`src/rtl/comb_scan_ctrl.sv`:
```
// comb_scan_ctrl: self-test sequencer for the 5-input selector block.
// Walks the 32 input vectors in order and holds each one for SETTLE+1 cycles.
// Y is sampled in the last cycle of each slot to build the captured truth table.
// The captured table is compared against a copy of exp_tt latched at start.
module comb_scan_ctrl #(
  parameter int SETTLE = 2
) (
  input  logic        clk,
  input  logic        rst_n,
  input  logic        start,
  input  logic        abort,
  input  logic [31:0] exp_tt,
  input  logic        y,
  output logic        sel,
  output logic        a,
  output logic        b,
  output logic        c,
  output logic        d,
  output logic        busy,
  output logic        done,
  output logic [31:0] tt,
  output logic [5:0]  err_cnt,
  output logic        first_err_vld,
  output logic [4:0]  first_err_idx,
  output logic        pass
);

  typedef enum logic [1:0] {IDLE, SETL, SAMP, DON} state_t;

  localparam logic [3:0] SET_L = 4'(SETTLE);

  state_t      state, state_nx;
  logic [4:0]  idx, idx_nx;
  logic [3:0]  cnt, cnt_nx;
  logic [31:0] exp_reg;
  logic        clr, smp_we, fin, abt;
  logic        mis;

  // The vector index drives the block directly: {sel,a,b,c,d} = idx.
  assign {sel, a, b, c, d} = idx;
  assign busy = (state == SETL) || (state == SAMP);
  assign done = (state == DON);
  assign mis  = y ^ exp_reg[idx];

  // State, vector index and settle counter registers.
  always_ff @(posedge clk or negedge rst_n) begin
    if (!rst_n) begin
      state <= IDLE;
      idx   <= '0;
      cnt   <= '0;
    end else begin
      state <= state_nx;
      idx   <= idx_nx;
      cnt   <= cnt_nx;
    end
  end

  // Next-state logic; abort takes priority over sampling in the scan states.
  always_comb begin
    state_nx = state;
    idx_nx   = idx;
    cnt_nx   = cnt;
    clr      = 1'b0;
    smp_we   = 1'b0;
    fin      = 1'b0;
    abt      = 1'b0;
    case (state)
      IDLE: begin
        idx_nx = '0;
        if (start) begin
          clr      = 1'b1;
          cnt_nx   = SET_L;
          state_nx = (SETTLE == 0) ? SAMP : SETL;
        end
      end
      SETL: begin
        if (abort) begin
          abt      = 1'b1;
          idx_nx   = '0;
          cnt_nx   = '0;
          state_nx = IDLE;
        end else begin
          cnt_nx = cnt - 4'd1;
          if (cnt <= 4'd1) state_nx = SAMP;
        end
      end
      SAMP: begin
        if (abort) begin
          abt      = 1'b1;
          idx_nx   = '0;
          cnt_nx   = '0;
          state_nx = IDLE;
        end else begin
          smp_we = 1'b1;
          if (idx == 5'd31) begin
            state_nx = DON;
          end else begin
            idx_nx   = idx + 5'd1;
            cnt_nx   = SET_L;
            state_nx = (SETTLE == 0) ? SAMP : SETL;
          end
        end
      end
      DON: begin
        fin      = 1'b1;
        idx_nx   = '0;
        state_nx = IDLE;
      end
      default: begin
        idx_nx   = '0;
        cnt_nx   = '0;
        state_nx = IDLE;
      end
    endcase
  end

  // Capture, compare and result registers; results hold until the next start.
  always_ff @(posedge clk or negedge rst_n) begin
    if (!rst_n) begin
      exp_reg       <= '0;
      tt            <= '0;
      err_cnt       <= '0;
      first_err_vld <= 1'b0;
      first_err_idx <= '0;
      pass          <= 1'b0;
    end else if (clr) begin
      exp_reg       <= exp_tt;
      tt            <= '0;
      err_cnt       <= '0;
      first_err_vld <= 1'b0;
      first_err_idx <= '0;
      pass          <= 1'b0;
    end else if (smp_we) begin
      tt[idx] <= y;
      if (mis) begin
        err_cnt <= err_cnt + 6'd1;
        if (!first_err_vld) begin
          first_err_vld <= 1'b1;
          first_err_idx <= idx;
        end
      end
    end else if (fin) begin
      pass <= (err_cnt == 6'd0);
    end else if (abt) begin
      pass <= 1'b0;
    end
  end

endmodule

```
`config.mk`:
```
export PLATFORM = sky130hd
export DESIGN_NAME = comb_scan_ctrl
export DESIGN_NICKNAME = d
export VERILOG_FILES = /design/src/rtl/comb_scan_ctrl.sv
export SDC_FILE = /design/constraint.sdc
export NUM_CORES = 1
export LEC_CHECK = 0
export CAP_MARGIN = 20
export CORE_ASPECT_RATIO = 0.75
export CORE_MARGIN = 5
export CORE_UTILIZATION = 58
export CTS_BUF_LIST = sky130_fd_sc_hd__clkbuf_8
export DETAILED_ROUTE_END_ITERATION = 10
export PLACE_DENSITY = 0.88
export SYNTH_ARGS = -nofsm -noshare
export SYNTH_HDL_FRONTEND = slang
export SYNTH_SLANG_ARGS = --single-unit
```
`constraint.sdc`:
```
create_clock -name clk -period 4.18 [get_ports clk]
set_clock_uncertainty 0.1 [all_clocks]
set_input_delay 0.418 -clock clk [delete_from_list [all_inputs] [get_ports clk]]
set_output_delay 0.418 -clock clk [all_outputs]
set_load 0.05 [all_outputs]
```
## After elaboration in Yosys (flattened, before gate mapping)

Cells that the tools add are included.

| word-level totals | value |
|---|---|
| output and inout port bits | 52 |
| logic and storage cells | 85 |
| input port bits | 37 |
| register bits after elaboration | 88 |

| cells by class | value |
|---|---|
| bitwise logic cells | 1 |
| add/sub/neg operators | 3 |
| mux-type cells | 43 |
| reduce and logical (&&, ||, !) cells | 16 |
| order comparisons | 3 |
| equal/unequal tests | 10 |

Operator list:

| operator | count |
|---|---|
| 2-to-1 mux 32 bit | 2 |
| 2-to-1 mux 5 bit | 7 |
| bitwise mux 32 bit | 1 |
| 2-to-1 mux 6 bit | 3 |
| 2-to-1 mux 1 bit | 16 |
| 2-to-1 mux 4 bit | 4 |
| one-hot mux 5 bit (3 select lines) | 1 |
| one-hot mux 4 bit (3 select lines) | 1 |
| 2-to-1 mux 2 bit | 5 |
| one-hot mux 2 bit (4 select lines) | 1 |
| AND reduction 2 bit | 4 |
| adder 6 x 1 -> 6 bit, second input constant | 1 |
| zero test 6 bit | 1 |
| < comparator 5 x 6 -> 1 bit, second input constant | 1 |
| != test 2 bit, second input constant | 3 |
| AND reduction 3 bit | 2 |
| nonzero test 3 bit | 2 |
| adder 5 x 1 -> 5 bit, second input constant | 1 |
| binary-select mux 1 bit (select 5 bit) | 1 |
| demux 1 bit (select 5 bit) | 1 |
| == test 5 bit, second input constant | 1 |
| >= comparator 5 x 1 -> 1 bit, second input constant | 1 |
| == test 2 bit, second input constant | 2 |
| <= comparator 4 x 1 -> 1 bit, second input constant | 1 |
| 11 further kinds | 13 |

## Depth between registers and ports, before layout

| depth | value |
|---|---|
| depth in word-level cells | 7 |
| depth in mapped cells | 9 |
| gate-level depth less buffers | 7 |

## Worst setup path before layout

No wires, ideal clock.

| path | value |
|---|---|
| path kind | flip-flop to flip-flop |
| start | reg idx[1] |
| end | reg first_err_idx[0] |
| setup slack | 1.590 ns |
| required time | 3.957 ns |
| library setup time | 0.123 ns |
| period minus slack after synthesis | 2.590 ns |
| buffers on the path | 3 |
| arrival | 2.367 ns |
| cell stages (with the launch flop) | 9 |
| cell sequence | dfrtp_1 buf_2 buf_4 mux4_2 a21oi_1 o211a_1 buf_6 mux2_4 mux2i_1 |

| on the way | value |
|---|---|
| longest elaborated chain between the ends | 5 |

Ends and longest elaborated chain:

| element | line | source |
|---|---|---|
| start, declared | 33 | `logic [4:0] idx, idx_nx;` |
| start signal, assigned | 53 | `idx <= idx_nx;` |
| binary-select mux 1 bit (select 5 bit) | 43 | `assign mis = y ^ exp_reg[idx];` |
| 2-to-1 mux 1 bit (implied by the code) | 43 |  |
| bitwise XOR 1 bit | 43 |  |
| nonzero test 2 bit (no source line) | n/a |  |
| AND reduction 3 bit (no source line) | n/a |  |
| end signal, assigned | 139 | `first_err_idx <= idx;` |
| end, declared | 24 | `output logic [4:0] first_err_idx,` |

Every way passes these cells. The select of a mux whose other input is x is not followed.
A chain may end at the register's enable or synchronous reset.

## Worst setup path in the final report

| path | value |
|---|---|
| start | reg idx[1] |
| end | reg err_cnt[0] |

| on the way | value |
|---|---|
| longest elaborated chain between the ends | 5 |

Ends and longest elaborated chain:

| element | line | source |
|---|---|---|
| binary-select mux 1 bit (select 5 bit) | 43 |  |
| 2-to-1 mux 1 bit (implied by the code) | 43 |  |
| bitwise XOR 1 bit | 43 |  |
| nonzero test 2 bit (no source line) | n/a |  |
| AND reduction 2 bit (no source line) | n/a |  |
| end signal, assigned | 136 | `err_cnt <= err_cnt + 6'd1;` |
| end, declared | 22 | `output logic [5:0] err_cnt,` |

Every way passes these cells. The select of a mux whose other input is x is not followed.

==> results.yml <==
clock_tree:
  number_of_post_cts_setup_repair_buffers: 0
  tritoncts: "built"
  ctsLongestPathBuffers: 2
  post_cts_resized: 0
  clkSlewWorstSetupHoldPaths_ns: 0.08
  htree_levels: 3
  ctsRootBufferMaster: "sky130_fd_sc_hd__clkbuf_8"
  cts_inserted_buffers: 9
  cts_sinks: 88
  clkLatencyLatePin_ns: 0.36
outcome:
  status: "finished clean"
setup_path:
  cp_data_required_time_ns: 4.37
  timing.setup.critical_path_class: "reg -> reg"
  reg2reg_from: "idx[1]"
  timing.critical_path.to_type: "register"
  crit_path_max_fanout: 21
  worst_setup_path_start_kind: "register"
  reg2reg_depth: 6
  worst_ep_arrival_time_ns: 3.31
  critical_path.reg2reg.endpoint: "err_cnt[0]"
  timing.reg2reg.setup_slack_ns: 1.06
drt:
  total_via_count_in_the_routed_design: 3734
  route.final.wire_length_um: 11000
  drt_iter0_markers: 273
  drtPass1Iterations: 5
  via_per_inst: 5.56
  drcViolationCount: 0
  postRouteAntennaNets: 0
  detail_route.wl_per_cell_um: 16.4
min_path:
  worstHoldPathCells: 2
  hp-class: "reg -> reg"
  min_delay_worst_endpoint: "exp_reg[14]"
  holdCritStartpoint: "exp_reg[14]"
sta:
  post-route-period-util: 0.747
  max_slew_violation_count: 0
  grt_setup_unrepaired: "no"
  slew_headroom: 0.284
  setup_viol: 0
  hold_violation_total_from_the_final_report: 0
  finalWorstPathRequiredPeriod_ns: 3.12
  fin_setup_tns_ns: 0
  worstMarginPinSlew_ns: 1.07
  achievable-frequency_mhz: 320
floorplanning:
  initial_core_util: 0.601
  coreArea_um2: 7400
  std_cell_rows: 27
  top_level_port_count: 89
  die_area_um2: 9530
  chipWidth_um: 111
  die_y_extent_um: 85.8
cells_and_area:
  share_of_layout_cells_above_drive_strength_1: 0.0509
  antenna-diode-count: 0
  number_of_nets_in_the_finished_design: 616
  synthesis_to_finish_area_growth_pct: 26.3
  layout.cell_area.non_filler_um2: 5620
job:
  drv.max_cap_violation_count: 0
placed_design:
  detailed_place_hpwl_um: 7520
  placement_cell_area_um2: 5340
  gp_congestion: 0.873
  portBuffers: 88
power_and_ir_drop:
  combinationalPowerShare: 0.343
  clockPowerShare: 0.236
  leakage_uw: 0.00248
  cell_internal_pwr_uw: 1720
  ir_drop_mv: 0.253
  power_switching_share: 0.376
  power.switching_uw: 1040
  share_seq_of_total_power: 0.420
  power_density_nw_per_um2: 491
logic_synthesis:
  synth.cell_area_um2: 4450
  synthCells: 489
  synthDominantCellAreaShare: 0.495
  post_synth_main_area_contributors: "sky130_fd_sc_hd__dfrtp_1 (50%), sky130_fd_sc_hd__nand2_1 (11%), sky130_fd_sc_hd__mux2i_1 (11%), sky130_fd_sc_hd__nor2_1 (4.1%), sky130_fd_sc_hd__ha_1 (3.9%)"
  synth_largest_area_cell: "sky130_fd_sc_hd__dfrtp_1"
  synth-edff-count: 0
  synthesis.nets: 540
  synth_flop_cell: "sky130_fd_sc_hd__dfrtp_1"
  ys_warn_count: 0
  synth_seq_cells: 88
  postSynth.asyncResetShare: 1.00
  mean_instance_size_in_the_synthesized_netlist_um2: 9.09
  yosysSeqAreaShare: 0.495
  synth_cell_types: 40
global_route:
  via_count_of_the_first_global_routing_pass: 3650
  grt_first_pass_wirelength_um: 18300
  initial_antenna_violation_count: 0
  largest_net_degree_at_the_start_of_global_routing: 89
  grt_overflow: 0
  global_route.usage.total: 0.239
[power by group through the flow]
stage	sequential [µW]	combinational [µW]	clock, µW
6_report	1160	947	652
5_1_grt	1180	1050	700
4_1_cts	1160	922	656
3_5_place_dp	1170	910	0
3_3_place_gp	1160	874	0
2_1_floorplan	1190	638	0
[logic make-up after synthesis]
group / share of synthesized area
simple gates: 0.233
compound gates: 0.0715
fa+ha+maj: 0.0394
flops: 0.495
mux: 0.124
buf+inv: 0.0360
[cell usage after synthesis, types with 7 or more instances]
cell / n
sky130_fd_sc_hd__nand2_1: 132
sky130_fd_sc_hd__dfrtp_1: 88
sky130_fd_sc_hd__mux2i_1: 49
sky130_fd_sc_hd__nor2_1: 49
sky130_fd_sc_hd__o21ai_0: 23
sky130_fd_sc_hd__clkbuf_1: 20
sky130_fd_sc_hd__a21oi_1: 18
sky130_fd_sc_hd__nand3_1: 17
sky130_fd_sc_hd__ha_1: 14
sky130_fd_sc_hd__nand2b_1: 8
sky130_fd_sc_hd__nor3_1: 8
sky130_fd_sc_hd__inv_1: 7
[cells in the final DEF, fill, tap and decap left out, types with 3 or more instances in the layout]
cell type                         count
sky130_fd_sc_hd__a21oi_1             18
sky130_fd_sc_hd__and2_1               4
sky130_fd_sc_hd__and3_1               3
sky130_fd_sc_hd__buf_4                3
sky130_fd_sc_hd__clkbuf_8             9
sky130_fd_sc_hd__clkdlybuf4s50_1     87
sky130_fd_sc_hd__dfrtp_1             88
sky130_fd_sc_hd__ha_1                14
sky130_fd_sc_hd__inv_1                7
sky130_fd_sc_hd__mux2i_1             49
sky130_fd_sc_hd__nand2_1            132
sky130_fd_sc_hd__nand2b_1             8
sky130_fd_sc_hd__nand3_1             17
sky130_fd_sc_hd__nand3b_1             4
sky130_fd_sc_hd__nor2_1              49
sky130_fd_sc_hd__nor2b_1              4
sky130_fd_sc_hd__nor3_1               8
sky130_fd_sc_hd__o21ai_0             23
sky130_fd_sc_hd__o21ai_1              4
sky130_fd_sc_hd__o22ai_1              5
sky130_fd_sc_hd__or3b_1               3
[routing by layer]
layer	global-route usage	wire length, µm	vias to the layer above	part of all wire
met4	0.0575	140	0	0.013
met3	0.0698	768	17	0.070
met1	0.327	4870	1803	0.44
met2	0.380	5200	132	0.47
li1	-	-	1782	-
met5	0	0	-	0
[what timing repair did]
| item | CTS | global route |
|---|---|---|
| setup endpoints to repair | 0 | 0 |
| hold buffers | 0 | 1 |
| hold endpoints to repair | 0 | 32 |
[worst max-delay path by stage]
stage / cells past startpoint / start / endpoint
after floorplan: 8 / idx[1] / first_err_idx[0]
after global placement: 6 / idx[1] / err_cnt[1]
after detailed placement: 6 / idx[1] / err_cnt[0]
after CTS: 6 / idx[1] / err_cnt[0]
after global routing: 6 / idx[1] / err_cnt[0]
final: 6 / idx[1] / err_cnt[0]
[worst max-delay path, stage by stage (launching register included)]
cell and delay [ns]:
sky130_fd_sc_hd__dfrtp_1 1.06, sky130_fd_sc_hd__mux2i_1 0.33, sky130_fd_sc_hd__o22ai_1 0.13, sky130_fd_sc_hd__nor4_1 0.33
sky130_fd_sc_hd__o211a_1 0.43, sky130_fd_sc_hd__mux2i_2 0.41, sky130_fd_sc_hd__mux2i_1 0.24
[final cells by class]
| class | instances | area, µm² |
|---|---|---|
| sequential | 88 | 2200 |
| inverter | 9 | 33.8 |
| fill | 512 | 1780 |
| tap | 101 | 126 |
| clock inverter | 7 | 95.1 |
| timing repair buffer | 93 | 951 |
| clock buffer | 9 | 124 |
| multi-input combinational | 364 | 2080 |
[stage by stage]
stage                     hold WS [ns]  utilization  setup slack, ns  total power [µW]  std cells
final                            0.381        0.759             1.06              2760        671
after global routing             0.412        0.759            0.889              2940        671
after CTS                        0.193        0.751             1.06              2730        668
after detailed placement         0.363        0.722             1.15              2080        652
after global placement           0.355        0.722             1.25              2030        652
after floorplan                 0.0224            -             1.59              1830        489
Note: power is estimated with default switching activity, not from simulation.
